[config.mk]
export PLATFORM = sky130hd
export DESIGN_NAME = mem_port_arbiter
export DESIGN_NICKNAME = d
export VERILOG_FILES = /design/src/rtl/mem_arb_pkg.sv /design/src/rtl/mem_arb_timer.sv /design/src/rtl/mem_port_arbiter.sv
export SDC_FILE = /design/constraint.sdc
export NUM_CORES = 1
export LEC_CHECK = 0
export CAP_MARGIN = 10
export CELL_PAD_IN_SITES_DETAIL_PLACEMENT = 2
export CELL_PAD_IN_SITES_GLOBAL_PLACEMENT = 2
export CORE_UTILIZATION = 23
export CTS_CLUSTER_SIZE = 12
export DETAILED_ROUTE_END_ITERATION = 7
export PLACE_DENSITY = 0.75
export RECOVER_POWER = 50
export SLEW_MARGIN = 20
export SYNTH_ARGS = -nofsm -noshare
export SYNTH_HDL_FRONTEND = slang
export SYNTH_SLANG_ARGS = --single-unit
[constraint.sdc]
create_clock -name clk_in -period 1.7 [get_ports clk_in]
set_input_delay 0.255 -clock clk_in [delete_from_list [all_inputs] [get_ports clk_in]]
set_output_delay 0.255 -clock clk_in [all_outputs]
set_load 0.005 [all_outputs]
[src/rtl/mem_arb_pkg.sv]
// Shared types and constants for the instruction/data memory port arbiter.
package mem_arb_pkg;

  typedef enum logic [1:0] {
    ST_IDLE  = 2'd0,
    ST_DATA  = 2'd1,
    ST_FETCH = 2'd2
  } arb_state_t;

  typedef enum logic {
    GRANT_FETCH = 1'b0,
    GRANT_DATA  = 1'b1
  } grant_t;

  localparam logic [1:0] SIZE_BYTE = 2'b00;
  localparam logic [1:0] SIZE_HW   = 2'b01;
  localparam logic [1:0] SIZE_WORD = 2'b11;

endpackage

[src/rtl/mem_arb_timer.sv]
// Access watchdog: counts cycles while enabled and flags the final allowed cycle.
module mem_arb_timer #(
  parameter int TIMEOUT_CYCLES = 16
) (
  input  logic clk_in,
  input  logic rst_n_in,
  input  logic clr_in,
  input  logic en_in,
  output logic expire_out
);

  localparam int CNT_W = (TIMEOUT_CYCLES > 2) ? $clog2(TIMEOUT_CYCLES) : 1;
  localparam logic [CNT_W-1:0] LAST_CNT = CNT_W'(TIMEOUT_CYCLES - 1);

  logic [CNT_W-1:0] r_count;

  // Cycle counter; clear has priority over enable.
  always_ff @(posedge clk_in or negedge rst_n_in) begin
    if (!rst_n_in) begin
      r_count <= '0;
    end else if (clr_in) begin
      r_count <= '0;
    end else if (en_in) begin
      r_count <= r_count + CNT_W'(1);
    end
  end

  assign expire_out = (r_count == LAST_CNT);

endmodule

[src/rtl/mem_port_arbiter.sv]
// Arbitrates one single-ported, variable-latency memory between instruction
// fetch and the data load/store path, with anti-starvation and a watchdog.
module mem_port_arbiter
  import mem_arb_pkg::*;
#(
  parameter int ADDR_W         = 32,
  parameter int DATA_W         = 32,
  parameter int TIMEOUT_CYCLES = 16
) (
  input  logic              clk_in,
  input  logic              rst_n_in,
  input  logic              if_req_in,
  input  logic [ADDR_W-1:0] if_addr_in,
  output logic [DATA_W-1:0] if_rdata_out,
  output logic              if_ready_out,
  input  logic              dm_re_in,
  input  logic              dm_we_in,
  input  logic [ADDR_W-1:0] dm_addr_in,
  input  logic [DATA_W-1:0] dm_wdata_in,
  input  logic [1:0]        dm_size_in,
  output logic [DATA_W-1:0] dm_rdata_out,
  output logic              dm_ready_out,
  output logic              mem_req_out,
  output logic              mem_we_out,
  output logic [ADDR_W-1:0] mem_addr_out,
  output logic [DATA_W-1:0] mem_wdata_out,
  output logic [1:0]        mem_size_out,
  input  logic              mem_ack_in,
  input  logic [DATA_W-1:0] mem_rdata_in,
  output logic              stall_out,
  output logic              bus_err_out
);

  arb_state_t       r_state;
  arb_state_t       w_state_nx;
  grant_t           r_last_grant;
  grant_t           w_grant;
  logic             w_grant_vld;
  logic             w_dm_pend;
  logic             w_if_pend;
  logic             w_busy;
  logic             w_expire;
  logic             w_done_ack;
  logic             w_done_to;

  logic [DATA_W-1:0] r_if_rdata;
  logic [DATA_W-1:0] r_dm_rdata;
  logic              r_if_ready;
  logic              r_dm_ready;
  logic              r_mem_req;
  logic              r_mem_we;
  logic [ADDR_W-1:0] r_mem_addr;
  logic [DATA_W-1:0] r_mem_wdata;
  logic [1:0]        r_mem_size;
  logic              r_bus_err;

  // A request in the same cycle as its own ready pulse is the old one still held.
  assign w_dm_pend  = (dm_re_in | dm_we_in) & ~r_dm_ready;
  assign w_if_pend  = if_req_in & ~r_if_ready;
  assign w_busy     = (r_state != ST_IDLE);
  assign w_done_ack = w_busy & mem_ack_in;
  assign w_done_to  = w_busy & ~mem_ack_in & w_expire;

  mem_arb_timer #(
    .TIMEOUT_CYCLES(TIMEOUT_CYCLES)
  ) u_timer (
    .clk_in    (clk_in),
    .rst_n_in  (rst_n_in),
    .clr_in    (~w_busy | mem_ack_in | w_expire),
    .en_in     (w_busy),
    .expire_out(w_expire)
  );

  // State register.
  always_ff @(posedge clk_in or negedge rst_n_in) begin
    if (!rst_n_in) begin
      r_state <= ST_IDLE;
    end else begin
      r_state <= w_state_nx;
    end
  end

  // Grant decision and next state.
  always_comb begin
    w_state_nx  = r_state;
    w_grant     = GRANT_FETCH;
    w_grant_vld = 1'b0;
    case (r_state)
      ST_IDLE: begin
        if (w_dm_pend && (!w_if_pend || (r_last_grant == GRANT_FETCH))) begin
          w_grant_vld = 1'b1;
          w_grant     = GRANT_DATA;
          w_state_nx  = ST_DATA;
        end else if (w_if_pend) begin
          w_grant_vld = 1'b1;
          w_grant     = GRANT_FETCH;
          w_state_nx  = ST_FETCH;
        end else begin
          w_state_nx  = ST_IDLE;
        end
      end
      ST_DATA, ST_FETCH: begin
        if (mem_ack_in || w_expire) begin
          w_state_nx = ST_IDLE;
        end else begin
          w_state_nx = r_state;
        end
      end
      default: begin
        w_state_nx = ST_IDLE;
      end
    endcase
  end

  // Memory-side request registers and requester completion registers.
  always_ff @(posedge clk_in or negedge rst_n_in) begin
    if (!rst_n_in) begin
      r_last_grant <= GRANT_FETCH;
      r_mem_req    <= 1'b0;
      r_mem_we     <= 1'b0;
      r_mem_addr   <= '0;
      r_mem_wdata  <= '0;
      r_mem_size   <= 2'b00;
      r_if_rdata   <= '0;
      r_dm_rdata   <= '0;
      r_if_ready   <= 1'b0;
      r_dm_ready   <= 1'b0;
      r_bus_err    <= 1'b0;
    end else begin
      r_if_ready <= 1'b0;
      r_dm_ready <= 1'b0;
      r_bus_err  <= 1'b0;
      if (w_grant_vld) begin
        r_mem_req    <= 1'b1;
        r_last_grant <= w_grant;
        if (w_grant == GRANT_DATA) begin
          r_mem_we    <= dm_we_in;
          r_mem_addr  <= dm_addr_in;
          r_mem_wdata <= dm_wdata_in;
          r_mem_size  <= dm_size_in;
        end else begin
          r_mem_we    <= 1'b0;
          r_mem_addr  <= if_addr_in;
          r_mem_wdata <= '0;
          r_mem_size  <= SIZE_WORD;
        end
      end else if (w_done_ack) begin
        r_mem_req <= 1'b0;
        if (r_state == ST_FETCH) begin
          r_if_ready <= 1'b1;
          r_if_rdata <= mem_rdata_in;
        end else begin
          r_dm_ready <= 1'b1;
          if (!r_mem_we) begin
            r_dm_rdata <= mem_rdata_in;
          end
        end
      end else if (w_done_to) begin
        r_mem_req <= 1'b0;
        r_bus_err <= 1'b1;
        if (r_state == ST_FETCH) begin
          r_if_ready <= 1'b1;
          r_if_rdata <= '0;
        end else begin
          r_dm_ready <= 1'b1;
          r_dm_rdata <= '0;
        end
      end
    end
  end

  assign if_rdata_out  = r_if_rdata;
  assign if_ready_out  = r_if_ready;
  assign dm_rdata_out  = r_dm_rdata;
  assign dm_ready_out  = r_dm_ready;
  assign mem_req_out   = r_mem_req;
  assign mem_we_out    = r_mem_we;
  assign mem_addr_out  = r_mem_addr;
  assign mem_wdata_out = r_mem_wdata;
  assign mem_size_out  = r_mem_size;
  assign bus_err_out   = r_bus_err;
  assign stall_out     = w_if_pend | w_dm_pend;

endmodule

**After elaboration in Yosys (flattened, before gate mapping)**

Cells that the tools add are included.

- Flip-flop bits (word level): 142
- Output and inout bits: 136
- Word-level logic and storage cells: 85

- Add/sub/neg operators: 1
- Eq/ne operators: 5
- Muxes and demuxes: 38
- Bitwise gates (word level): 16
- Reductions and logical operators: 12

Operators by type and width:

| kind | count |
|---|---|
| $mux W32 | 11 |
| $mux W1 | 20 |
| $mux W2 | 4 |
| $mux W4 | 2 |
| $not A1 Y1 | 7 |
| $reduce_bool A2 Y1 | 3 |
| $and A1 B1 Y1 | 5 |
| $add A4 B1 Y4 const B | 1 |
| $eq A4 B4 Y1 const B | 1 |
| $ne A2 B2 Y1 const B | 2 |
| $or A1 B1 Y1 | 4 |
| $pmux W2 S2 | 1 |
| $reduce_and A4 Y1 | 1 |
| $reduce_and A3 Y1 | 1 |
| $reduce_bool A3 Y1 | 1 |
| $eq A2 B1 Y1 const B | 1 |
| $eq A2 B2 Y1 const B | 1 |
| $logic_not A2 Y1 | 1 |
| $logic_or A1 B1 Y1 | 2 |
| $reduce_or A2 Y1 | 1 |
| $logic_and A1 B1 Y1 | 1 |
| $logic_not A1 Y1 | 1 |

**Depth between registers and ports, before layout**

Gate-level depths: netlist of the first run.

- Depth in word-level cells: 9
- Depth in mapped cells: 9
- Depth with buffers taken out: 5

**By module**

A second synthesis of the first run with hierarchy kept.

- Cells, all modules: 491
- Area total of the unflattened synthesis: 6,174.7 µm²

Modules (own cells, without submodules):

| module | instances | cells an instance | area each (µm²) | seq. area each (µm²) |
|---|---|---|---|---|
| mem_port_arbiter | 1 | 474 | 5,975.7 | 3,453.3 |
| mem_arb_timer | 1 | 17 | 198.9 | 100.1 |

**Worst setup path after synthesis of the first run**

No wires, ideal clock.

- Path type: reg-to-reg
- Start: register r_state[0]
- End: register r_mem_wdata[24], in the netlist mem_wdata_out[24]
- Setup time: 121 ps
- Data arrival time: 1,534 ps
- Slack: 45 ps
- Cell stages (with the launch flop): 10
- Buffers on the path: 4
- Path through: dfrtp_1 inv_1 ha_1 buf_4 nand2b_1 buf_2 o21a_1 buf_6 buf_6 a22o_1

- Longest elaborated chain between the ends: 3

Ends and longest elaborated chain:

| item | RTL line | text |
|---|---|---|
| start: declaration | mem_port_arbiter.sv:34 | `arb_state_t r_state;` |
| start signal: assignment | mem_port_arbiter.sv:79 | `r_state <= w_state_nx;` |
| $logic_not A2 Y1 * | mem_port_arbiter.sv:88 | `case (r_state)` |
| $mux W1 | mem_port_arbiter.sv:88 |  |
| $mux W32 | mem_port_arbiter.sv:136 | `if (w_grant == GRANT_DATA) begin` |
| end signal: assignment | mem_port_arbiter.sv:139 | `r_mem_wdata <= dm_wdata_in;` |
| end: declaration | mem_port_arbiter.sv:53 | `logic [DATA_W-1:0] r_mem_wdata;` |

Every way passes the cells marked *; elsewhere a longest branch is shown, timed or not.
A chain may end at the register's enable or synchronous reset.

**Worst setup path after layout of the first run**

- Start: register r_state[1]
- End: register r_mem_wdata[3], in the netlist mem_wdata_out[3]

The elaborated chain is that of the path after synthesis.

==> results, run 1 <==
- The net total in the final layout is 889.
- The largest single stage delay on the critical path is 0.39 ns.
- The number of buffers created by CTS is 17.
- The first-pass GRT wire length is 36400 um.
- The share of final-layout standard cells stronger than drive strength 1 is about 16%.
- The global placement routability congestion is 0.7726.
- The floorplan step defined a core boundary enclosing approximately 25000 sq um.
- A synthesized cell averages approximately 13 sq um.
- Summed over all instances, the cell type with the most area after synthesis is sky130_fd_sc_hd__dfrtp_1.
- The number of vias per cell after detailed routing is 4.952.
- The width of the die is ~160 um.
- The count of unresolved DRC violations after routing is 0.
- The finished layout holds 1093 standard cells, fillers aside.
- The antenna diode count is 0.
- In this run, the number of DRC markers left after iteration 0 of detailed routing was around 210.
- The cell with the largest stage delay on the worst path is sky130_fd_sc_hd__dfrtp_1.
- The worst setup path is launched from a flip-flop.
- Of the total power, registers draw between 20% and 30%.
- The startpoint of the most critical register-to-register path is r_state[1].
- The synthesis-stage register bit count is between 100 and 150.
- For hold timing, the worst endpoint is mem_wdata_out[28].
- The post-layout minimum cycle time is 1.687 ns.
- During I/O placement, the number of pins put on the boundary was 272.
- The setup slack after layout is ~0.013 ns.
- The number of detailed-route iterations in the first pass is 4.
- The chip height is about 160 um.
- The number of pins exceeding their max-slew limit in the final report came to 0.
- In the global route stage, overall resource usage came out at ~18%.
- The final hold slack is 0.4391 ns.
- Along the worst hold path, the cell count comes to 2.
- Combinational cells account for 49.2% of the total power.
- The max capacitance violation total is 0.
- The hold violation count in the final report is 0.
- The kind of critical path is reg2reg.
- For this block, the via count after detailed routing is 5413.
- The number of global-route vias before repair is ~6100.
- Of the total power, the clock network draws between 20% and 30%.
- The flow ran to the end, and the final reports show no timing, DRC or antenna violations.
- Port buffering added 271 buffers.
- Before CTS, the worst setup slack after placement is -0.2988 ns.
- The number of different library cells used by synthesis comes to 33.
- The total die area is 26710 sq um.
- Counting along the longest clock path gives a buffer depth of 2.
- After legalization and detailed placement, the total HPWL measured 16670 um.
- The post-route clock period utilization is 99.24%.
- Summed over all nets, the switching power comes to 6.778 mW.
- The highest clock frequency the design can meet is 0.5928 GHz.
- The source of the critical timing path is r_state[1].
- The pin count of the biggest net entering global routing is 42.
- Counting tap cells, the placed design contains a total of 1049 instances.
- Power spread over the standard cell area amounts to 1936 nW/um^2.
- After detailed routing, the total wire length is 23610 um.
- The signal on the critical path passes through inv_2, ha_4, buf_8, clkinvlp_4, nor3_4, buf_6, buf_12, a22o_1.
- The max-slew headroom at the worst pin is a little over 20%.
- The cell leakage power is 4.218 nW.
- The data arrival time of the worst path is 2.04 ns.
- The tree is rooted in a sky130_fd_sc_hd__clkbuf_16.
- The total power is 19.62 mW.
- The worst hold path begins at dm_wdata_in[28].
- TritonCTS built the clock tree.
- The actual transition at the worst max-transition pin is 1.196 ns.
- Summed over its instances, the top area cell type makes up 59.28% of the synthesized netlist area.
- The total of fill cells in the finished design is 2588.
- Net switching is between 30% and 40% of the power.
- The number of cells on the worst reg-to-reg path is 8.
- From synthesis to final layout, the design area changed by 69.11%.
- The worst-case IR drop observed on VDD is 0.0007803 V.
- The clock sink count is 142.
- Clock-pin slew was measured on the worst setup and hold paths at about 0.06 ns.
- After technology mapping, the gate count stands at 467.
- The initial cell density of the core is 23.60%.
- The post-synthesis instance area is 5994 sq um.
- Yosys printed 0 warnings.
- Setup violations remaining at the end of the flow were counted as 0.
- In this run the worst hold path is classified as in2reg.
- The clock network latency to the later pin of the worst-skew pair is 0.42 ns.
- The standard-cell row count is 58.
- The top cell types in the final layout, fill and taps aside, are sky130_fd_sc_hd__clkdlybuf4s50_1, sky130_fd_sc_hd__dfrtp_1, sky130_fd_sc_hd__a22o_1.
- The final worst clock skew is 0.01227 ns.
- The internal portion of the total power is 12.84 mW.
- In this run the number of H-tree levels came out at 4.
- Setup repair after global routing could not meet its margin everywhere.
- The flop-to-flop setup slack is 0.01 ns.
- The sum of overflow across all layers after global routing is 0.
- The number of nets handed over by synthesis was slightly above 600.
- By area the synthesized netlist is led by sky130_fd_sc_hd__dfrtp_1, sky130_fd_sc_hd__a22o_1, sky130_fd_sc_hd__o31ai_2, sky130_fd_sc_hd__o211ai_1, sky130_fd_sc_hd__a31oi_1.
- Along the worst path, the maximum fanout reaches 17.
- The sum of negative setup slack is 0 ns.
- The most frequent standard cell in the layout excluding fill and tap cells is sky130_fd_sc_hd__clkdlybuf4s50_1.
- The share of the Yosys chip area taken by registers is approximately three fifths.
- The type of element capturing the critical path is a flip-flop.
- The number of antenna violations at the first check in global routing is 0.
- The antenna violation net count after detailed routing is 0.
- For the worst setup path, the data required time is 2.05 ns.
- The per-cell routed wire length is 21.60 um.
- The endpoint identified for the worst register-to-register timing path is mem_wdata_out[3].
-- state kept, by name, summed over array words and instances, names as in the netlist --
signal           cells
mem_size_out         2
r_state              2
mem_req_out          1
bus_err_out          1
dm_ready_out         1
mem_addr_out        32
u_timer.r_count      4
r_last_grant         1
mem_wdata_out       32
dm_rdata_out        32
mem_we_out           1
if_ready_out         1
if_rdata_out        32
-- power by group through the flow --
stage | Clock (mW) | Sequential (mW) | Combinational [mW]
2_1_floorplan | 0 | 5.73 | 4.17
4_1_cts | 4.32 | 5.79 | 9.53
5_1_grt | 4.41 | 5.92 | 10.4
6_report | 4.20 | 5.76 | 9.66
3_5_place_dp | 0 | 5.78 | 9.21
3_3_place_gp | 0 | 5.74 | 8.82
-- per-stage QoR --
step | utilization [%] | area [sq um]
after floorplan | - | 5995
after global placement | 36.74 | 9331
after detailed placement | 36.74 | 9331
after CTS | 39.66 | 10070
after global routing | 39.91 | 10140
final | 39.91 | 10140
-- layer usage --
metal	track usage [%]	up-vias	wire [um]
met5	0	-	0
met4	6.330	0	522
met3	5.688	38	1859
met2	30.62	202	11750
met1	20.81	2773	9472
li1	-	2400	-
-- how the worst max path moves through the flow --
stage / slack (ns) / endpoint
floorplan: 0.05 / mem_wdata_out[24]
global placement: -0.33 / stall_out
detailed placement: -0.30 / stall_out
CTS: -0.02 / mem_wdata_out[24]
global route: -0.06 / mem_wdata_out[5]
finish: 0.01 / mem_wdata_out[3]
-- critical path, delay by kind of cell, from the launching register on --
kind                       cells  cell delay, ns
AOI/OAI and AO/OA              1            0.15
adders and majority gates      1            0.17
buffers and inverters          5            0.64
DFF                            1            0.39
and+or+nand+nor                1            0.26
-- what timing repair did --
action	CTS	global route
setup buffers	4	5
hold endpoints to repair	38	0
resized for setup	16	8
gates cloned	1	1
endpoints found under the setup margin	133	99
hold buffers	1	0
pin swaps	1	5
-- area by class of cell --
type	instances	area [sq um]	share of cell area [%]
clock buffers	17	425.4	4.197
clock inverters	15	221.5	2.185
inverters	5	22.52	0.2222
multi-input cells	268	2216	21.86
flip-flops and latches	142	3555	35.07
well taps	330	412.9	4.073
repair buffers	316	3284	32.40
-- logic make-up (layout without fill, tap and decap cells) --
| kind of cell | after synthesis | after routing | synth area share [%] |
|---|---|---|---|
| compound gates | 208 | 208 | 30.10 |
| xor+xnor | 2 | 2 | 0.2923 |
| fa+ha+maj | 3 | 3 | 0.6262 |
| buf+inv | 57 | 353 | 4.592 |
| flops | 142 | 142 | 59.28 |
| mux | 1 | 1 | 0.1670 |
| simple gates | 54 | 54 | 4.947 |
-- cell usage after synthesis --
| cell type | number |
|---|---|
| sky130_fd_sc_hd__inv_1 | 5 |
| sky130_fd_sc_hd__o21a_1 | 1 |
| sky130_fd_sc_hd__buf_6 | 5 |
| sky130_fd_sc_hd__clkbuf_1 | 30 |
| sky130_fd_sc_hd__nand3_1 | 5 |
| sky130_fd_sc_hd__o21bai_2 | 1 |
| sky130_fd_sc_hd__o31ai_2 | 32 |
| sky130_fd_sc_hd__buf_2 | 16 |
| sky130_fd_sc_hd__dfrtp_1 | 142 |
| sky130_fd_sc_hd__a31o_2 | 1 |
| sky130_fd_sc_hd__o21ba_2 | 2 |
| sky130_fd_sc_hd__o22ai_1 | 1 |
| sky130_fd_sc_hd__a31oi_1 | 33 |
| sky130_fd_sc_hd__nor4b_2 | 1 |
| sky130_fd_sc_hd__o21ai_0 | 2 |
| sky130_fd_sc_hd__nand2_1 | 2 |
| sky130_fd_sc_hd__and3_1 | 2 |
| sky130_fd_sc_hd__buf_4 | 1 |
| sky130_fd_sc_hd__nand2b_1 | 1 |
| sky130_fd_sc_hd__a21oi_1 | 2 |
| sky130_fd_sc_hd__nor2_1 | 4 |
| sky130_fd_sc_hd__mux2i_1 | 1 |
| sky130_fd_sc_hd__o211ai_1 | 32 |
| sky130_fd_sc_hd__nand3b_1 | 2 |
| sky130_fd_sc_hd__xnor2_1 | 1 |
| sky130_fd_sc_hd__a21o_1 | 1 |
| sky130_fd_sc_hd__nor3_1 | 35 |
| sky130_fd_sc_hd__and3b_1 | 1 |
| sky130_fd_sc_hd__ha_1 | 3 |
| sky130_fd_sc_hd__xor2_1 | 1 |
| sky130_fd_sc_hd__a22o_1 | 98 |
| sky130_fd_sc_hd__o22a_1 | 2 |
| sky130_fd_sc_hd__nor3_4 | 1 |
Power figures use the tool's default switching activity.
==> run 2: changes to the inputs <==
Settings changed: CORE_MARGIN set to 3.
==> run 2 against run 1 <==
  * The flow now finishes with violations (negative setup slack)
  * Die area rose by 5.0%
  * Critical endpoint is now mem_addr_out[29]
  * Critical path type unchanged
  * Total power is 3.9% higher
  * Final cell count grew 1.5%
==> results, run 2 (synthesis results as in run 1) <==
- Run status: finished with violations (was complete, no violations).
- The final reports fail on negative setup slack.
- The post-route clock period utilization was 100.1% (was 99.24%).
- The hold violation count in the final report is 0 (unchanged).
- The switching share of power is 35.79% (was 34.54%).
- The number of endpoints failing setup at the final stage is 1 (was 0).
- The net switching power is 7.296 mW (was 6.778 mW).
- The quantity of I/O buffers inserted on ports was 271 (unchanged).
- The kind of start point of the critical path is a flip-flop (unchanged).
- The first-pass GRT wire length came to 40230 um (was 36400 um).
- Critical path, cell by cell: inv_2, ha_4, buf_6, nand3b_1, o21a_4, buf_12, o31ai_4 (was inv_2, ha_4, buf_8, clkinvlp_4, nor3_4, buf_6, buf_12, a22o_1).
- The total power divided by cell area is 1955 nW/um^2 (was 1936 nW/um^2).
- The clock sink count is 142 (unchanged).
- The number of antenna violations at the first check in global routing is 2 (was 0).
- The number of global-route vias before repair is 6484 (was 6148).
- RSZ-0062 raised after global routing: yes (unchanged).
- The final worst clock skew is 0.01008 ns (was 0.01227 ns).
- The clock transition at the registers of the reported paths is 0.07 ns (was 0.06 ns).
- The max capacitance violation total is 0 (unchanged).
- The final hold slack is 0.4386 ns (was 0.4391 ns).
- Most frequent cells in the layout: sky130_fd_sc_hd__clkdlybuf4s50_1, sky130_fd_sc_hd__dfrtp_1, sky130_fd_sc_hd__a22o_1 (unchanged).
- The actual transition at the worst max-transition pin is 1.174 ns (was 1.196 ns).
- The final non-filler cell total was 1109 (was 1093).
- The share of total power in sequential cells came to 28.4% (was 29.4%).
- The sum of overflow across all layers after global routing is 0 (unchanged).
- The share of final-layout standard cells stronger than drive strength 1 is 18.64% (was 16.38%).
- The initial cell density of the core is 23.60% (unchanged).
- The type of element capturing the critical path is a flip-flop (unchanged).
- The maximum ir drop on the vdd rail is 0.0006723 V (was 0.0007803 V).
- The post-place instance area was 9334 sq um (was 9331 sq um).
- The max-slew headroom at the worst pin was 21.73% (was 20.25%).
- The count of boundary I/O pins came to 272 (unchanged).
- The post-route cell area is 10420 sq um (was 10140 sq um).
- The internal cell power was 13.09 mW (was 12.84 mW).
- The standard-cell row count is 58 (unchanged).
- The detailed router's first-iteration violation count is 258 (was 214).
- The number of detailed-route iterations in the first pass is 5 (was 4).
- The TritonCTS clock tree is done (unchanged).
- The portion of total power attributed to combinational logic is 52.2% (was 49.2%).
- The largest buffer count on any clock path was 2 (unchanged).
- The most frequent standard cell in the layout excluding fill and tap cells is sky130_fd_sc_hd__clkdlybuf4s50_1 (unchanged).
- The area of the placeable core is 25400 sq um (unchanged).
- The setup slack after layout is -0.001605 ns (was 0.01299 ns).
- The chip height came to 167.4 um (was 163.4 um).
- The HPWL after detailed placement came to 17880 um (was 16670 um).
- The total length of routed wires is 26760 um (was 23610 um).
- The core utilization of the finished layout is 41.04% (was 39.91%).
- The count of unresolved DRC violations after routing is 0 (unchanged).
- The total die area came to 28040 sq um (was 26710 sq um).
- The cell with the largest stage delay on the worst path is sky130_fd_sc_hd__dfrtp_1 (unchanged).
- The width of the die is 167.4 um (was 163.4 um).
- The cell leakage power came to 4.332 nW (was 4.218 nW).
- The net total in the final layout came to 904 (was 889).
- The share of power burned in the clock network is 19.3% (was 21.4%).
- The number of pins exceeding their max-slew limit in the final report came to 0 (unchanged).
- The per-cell routed wire length was 24.13 um (was 21.60 um).
- The clock network latency to the later pin of the worst-skew pair came to 0.42 ns (about the same).
- The number of vias per cell after detailed routing is 4.992 (was 4.952).
- The cell count after placement is 1055 (was 1049).
- The post-layout minimum cycle time is 1.702 ns (was 1.687 ns).
- The data arrival time of the worst path is 2.02 ns (was 2.04 ns).
- The required time of the critical path came to 2.02 ns (was 2.05 ns).
- The number of buffers created by CTS is 17 (unchanged).
- The antenna violation net count after detailed routing came to 0 (unchanged).
- The pin count of the biggest net entering global routing is 48 (was 42).
- The highest clock frequency the design can meet is 0.5877 GHz (was 0.5928 GHz).
- The via count of the routed design is 5536 (was 5413).
- The critical-path maximum fanout was 14 (was 17).
- The total global-route track usage was 18.32% (was 17.87%).
- The class of the tightest hold or removal check is in2reg (unchanged).
- The post-placement worst setup slack is -0.4447 ns (was -0.2988 ns).
- The growth of design area from synthesis to finish was 73.89% (was 69.11%).
- The cell chosen for the clock root is sky130_fd_sc_hd__clkbuf_16 (unchanged).
- The global placement routability congestion is 0.7805 (was 0.7726).
- The critical path's largest stage delay is 0.40 ns (was 0.39 ns).
- The number of H-tree branching levels is 4 (unchanged).
- The kind of critical path is reg2reg (unchanged).
-- run 2: final timing paths --
path                                     from                  to  slack, ns  cells after the start
min reg2reg                u_timer.r_count[0]  u_timer.r_count[0]       0.48                      1
min in group asynchronous            rst_n_in    if_rdata_out[11]       0.60                      2
max in group asynchronous            rst_n_in   mem_wdata_out[27]       0.20                      3
max                                r_state[1]    mem_addr_out[29]     -0.002                      7
min                           dm_wdata_in[17]   mem_wdata_out[17]       0.44                      2
max reg2reg                        r_state[1]    mem_addr_out[29]     -0.002                      7
-- run 2: final cells by class --
cell class	instances	area (sq um)
fillers	2581	14980
inverters	5	18.77
diodes	1	2.502
well taps	330	412.9
flip-flops and latches	142	3555
clock inverters	14	170.2
multi-input cells	268	2331
clock buffers	18	439.2
repair buffers	331	3495
-- run 2: through the flow --
step / total power, mW / setup TNS (ns)
finish: 20.38 / -0.001605
global route: 21.62 / -3.614
CTS: 20.27 / -0.03319
detailed placement: 15.15 / -23.11
global placement: 14.61 / -25.07
floorplan: 9.891 / 0
-- run 2: what timing repair did --
item                                    in CTS  in global routing
gates cloned                                 4                  4
endpoints found under the setup margin     102                136
hold buffers                                 1                  0
gates resized for setup                     30                 20
hold endpoints to repair                    42                  0
pin swaps                                    5                 21
buffers inserted                            14                  1
-- run 2: power groups by stage --
stage / Sequential, mW / Combinational [mW] / Clock [mW]
after CTS: 5.80 / 10.4 / 4.05
after global placement: 5.71 / 8.90 / 0
after detailed placement: 5.80 / 9.35 / 0
final: 5.79 / 10.6 / 3.94
after global routing: 5.98 / 11.4 / 4.22
after floorplan: 5.73 / 4.17 / 0
-- run 2: routing by layer --
metal | vias up | part of all wire, % | track usage (%) | wire length [um]
li1 | 2428 | - | - | -
met1 | 2876 | 40 | 21.47 | 10730
met2 | 204 | 51 | 32.12 | 13720
met3 | 26 | 7.1 | 6.657 | 1896
met4 | 2 | 1.5 | 4.233 | 404
met5 | - | 0.075 | 0 | 20
-- run 2: critical path, delay by kind of cell, from the launching register on --
family	cells	cell delay, ns
AO/OA/AOI/OAI	2	0.50
flip-flops	1	0.40
buffers and inverters	3	0.39
AND/OR/NAND/NOR	1	0.15
adder cells (fa/ha/maj)	1	0.14
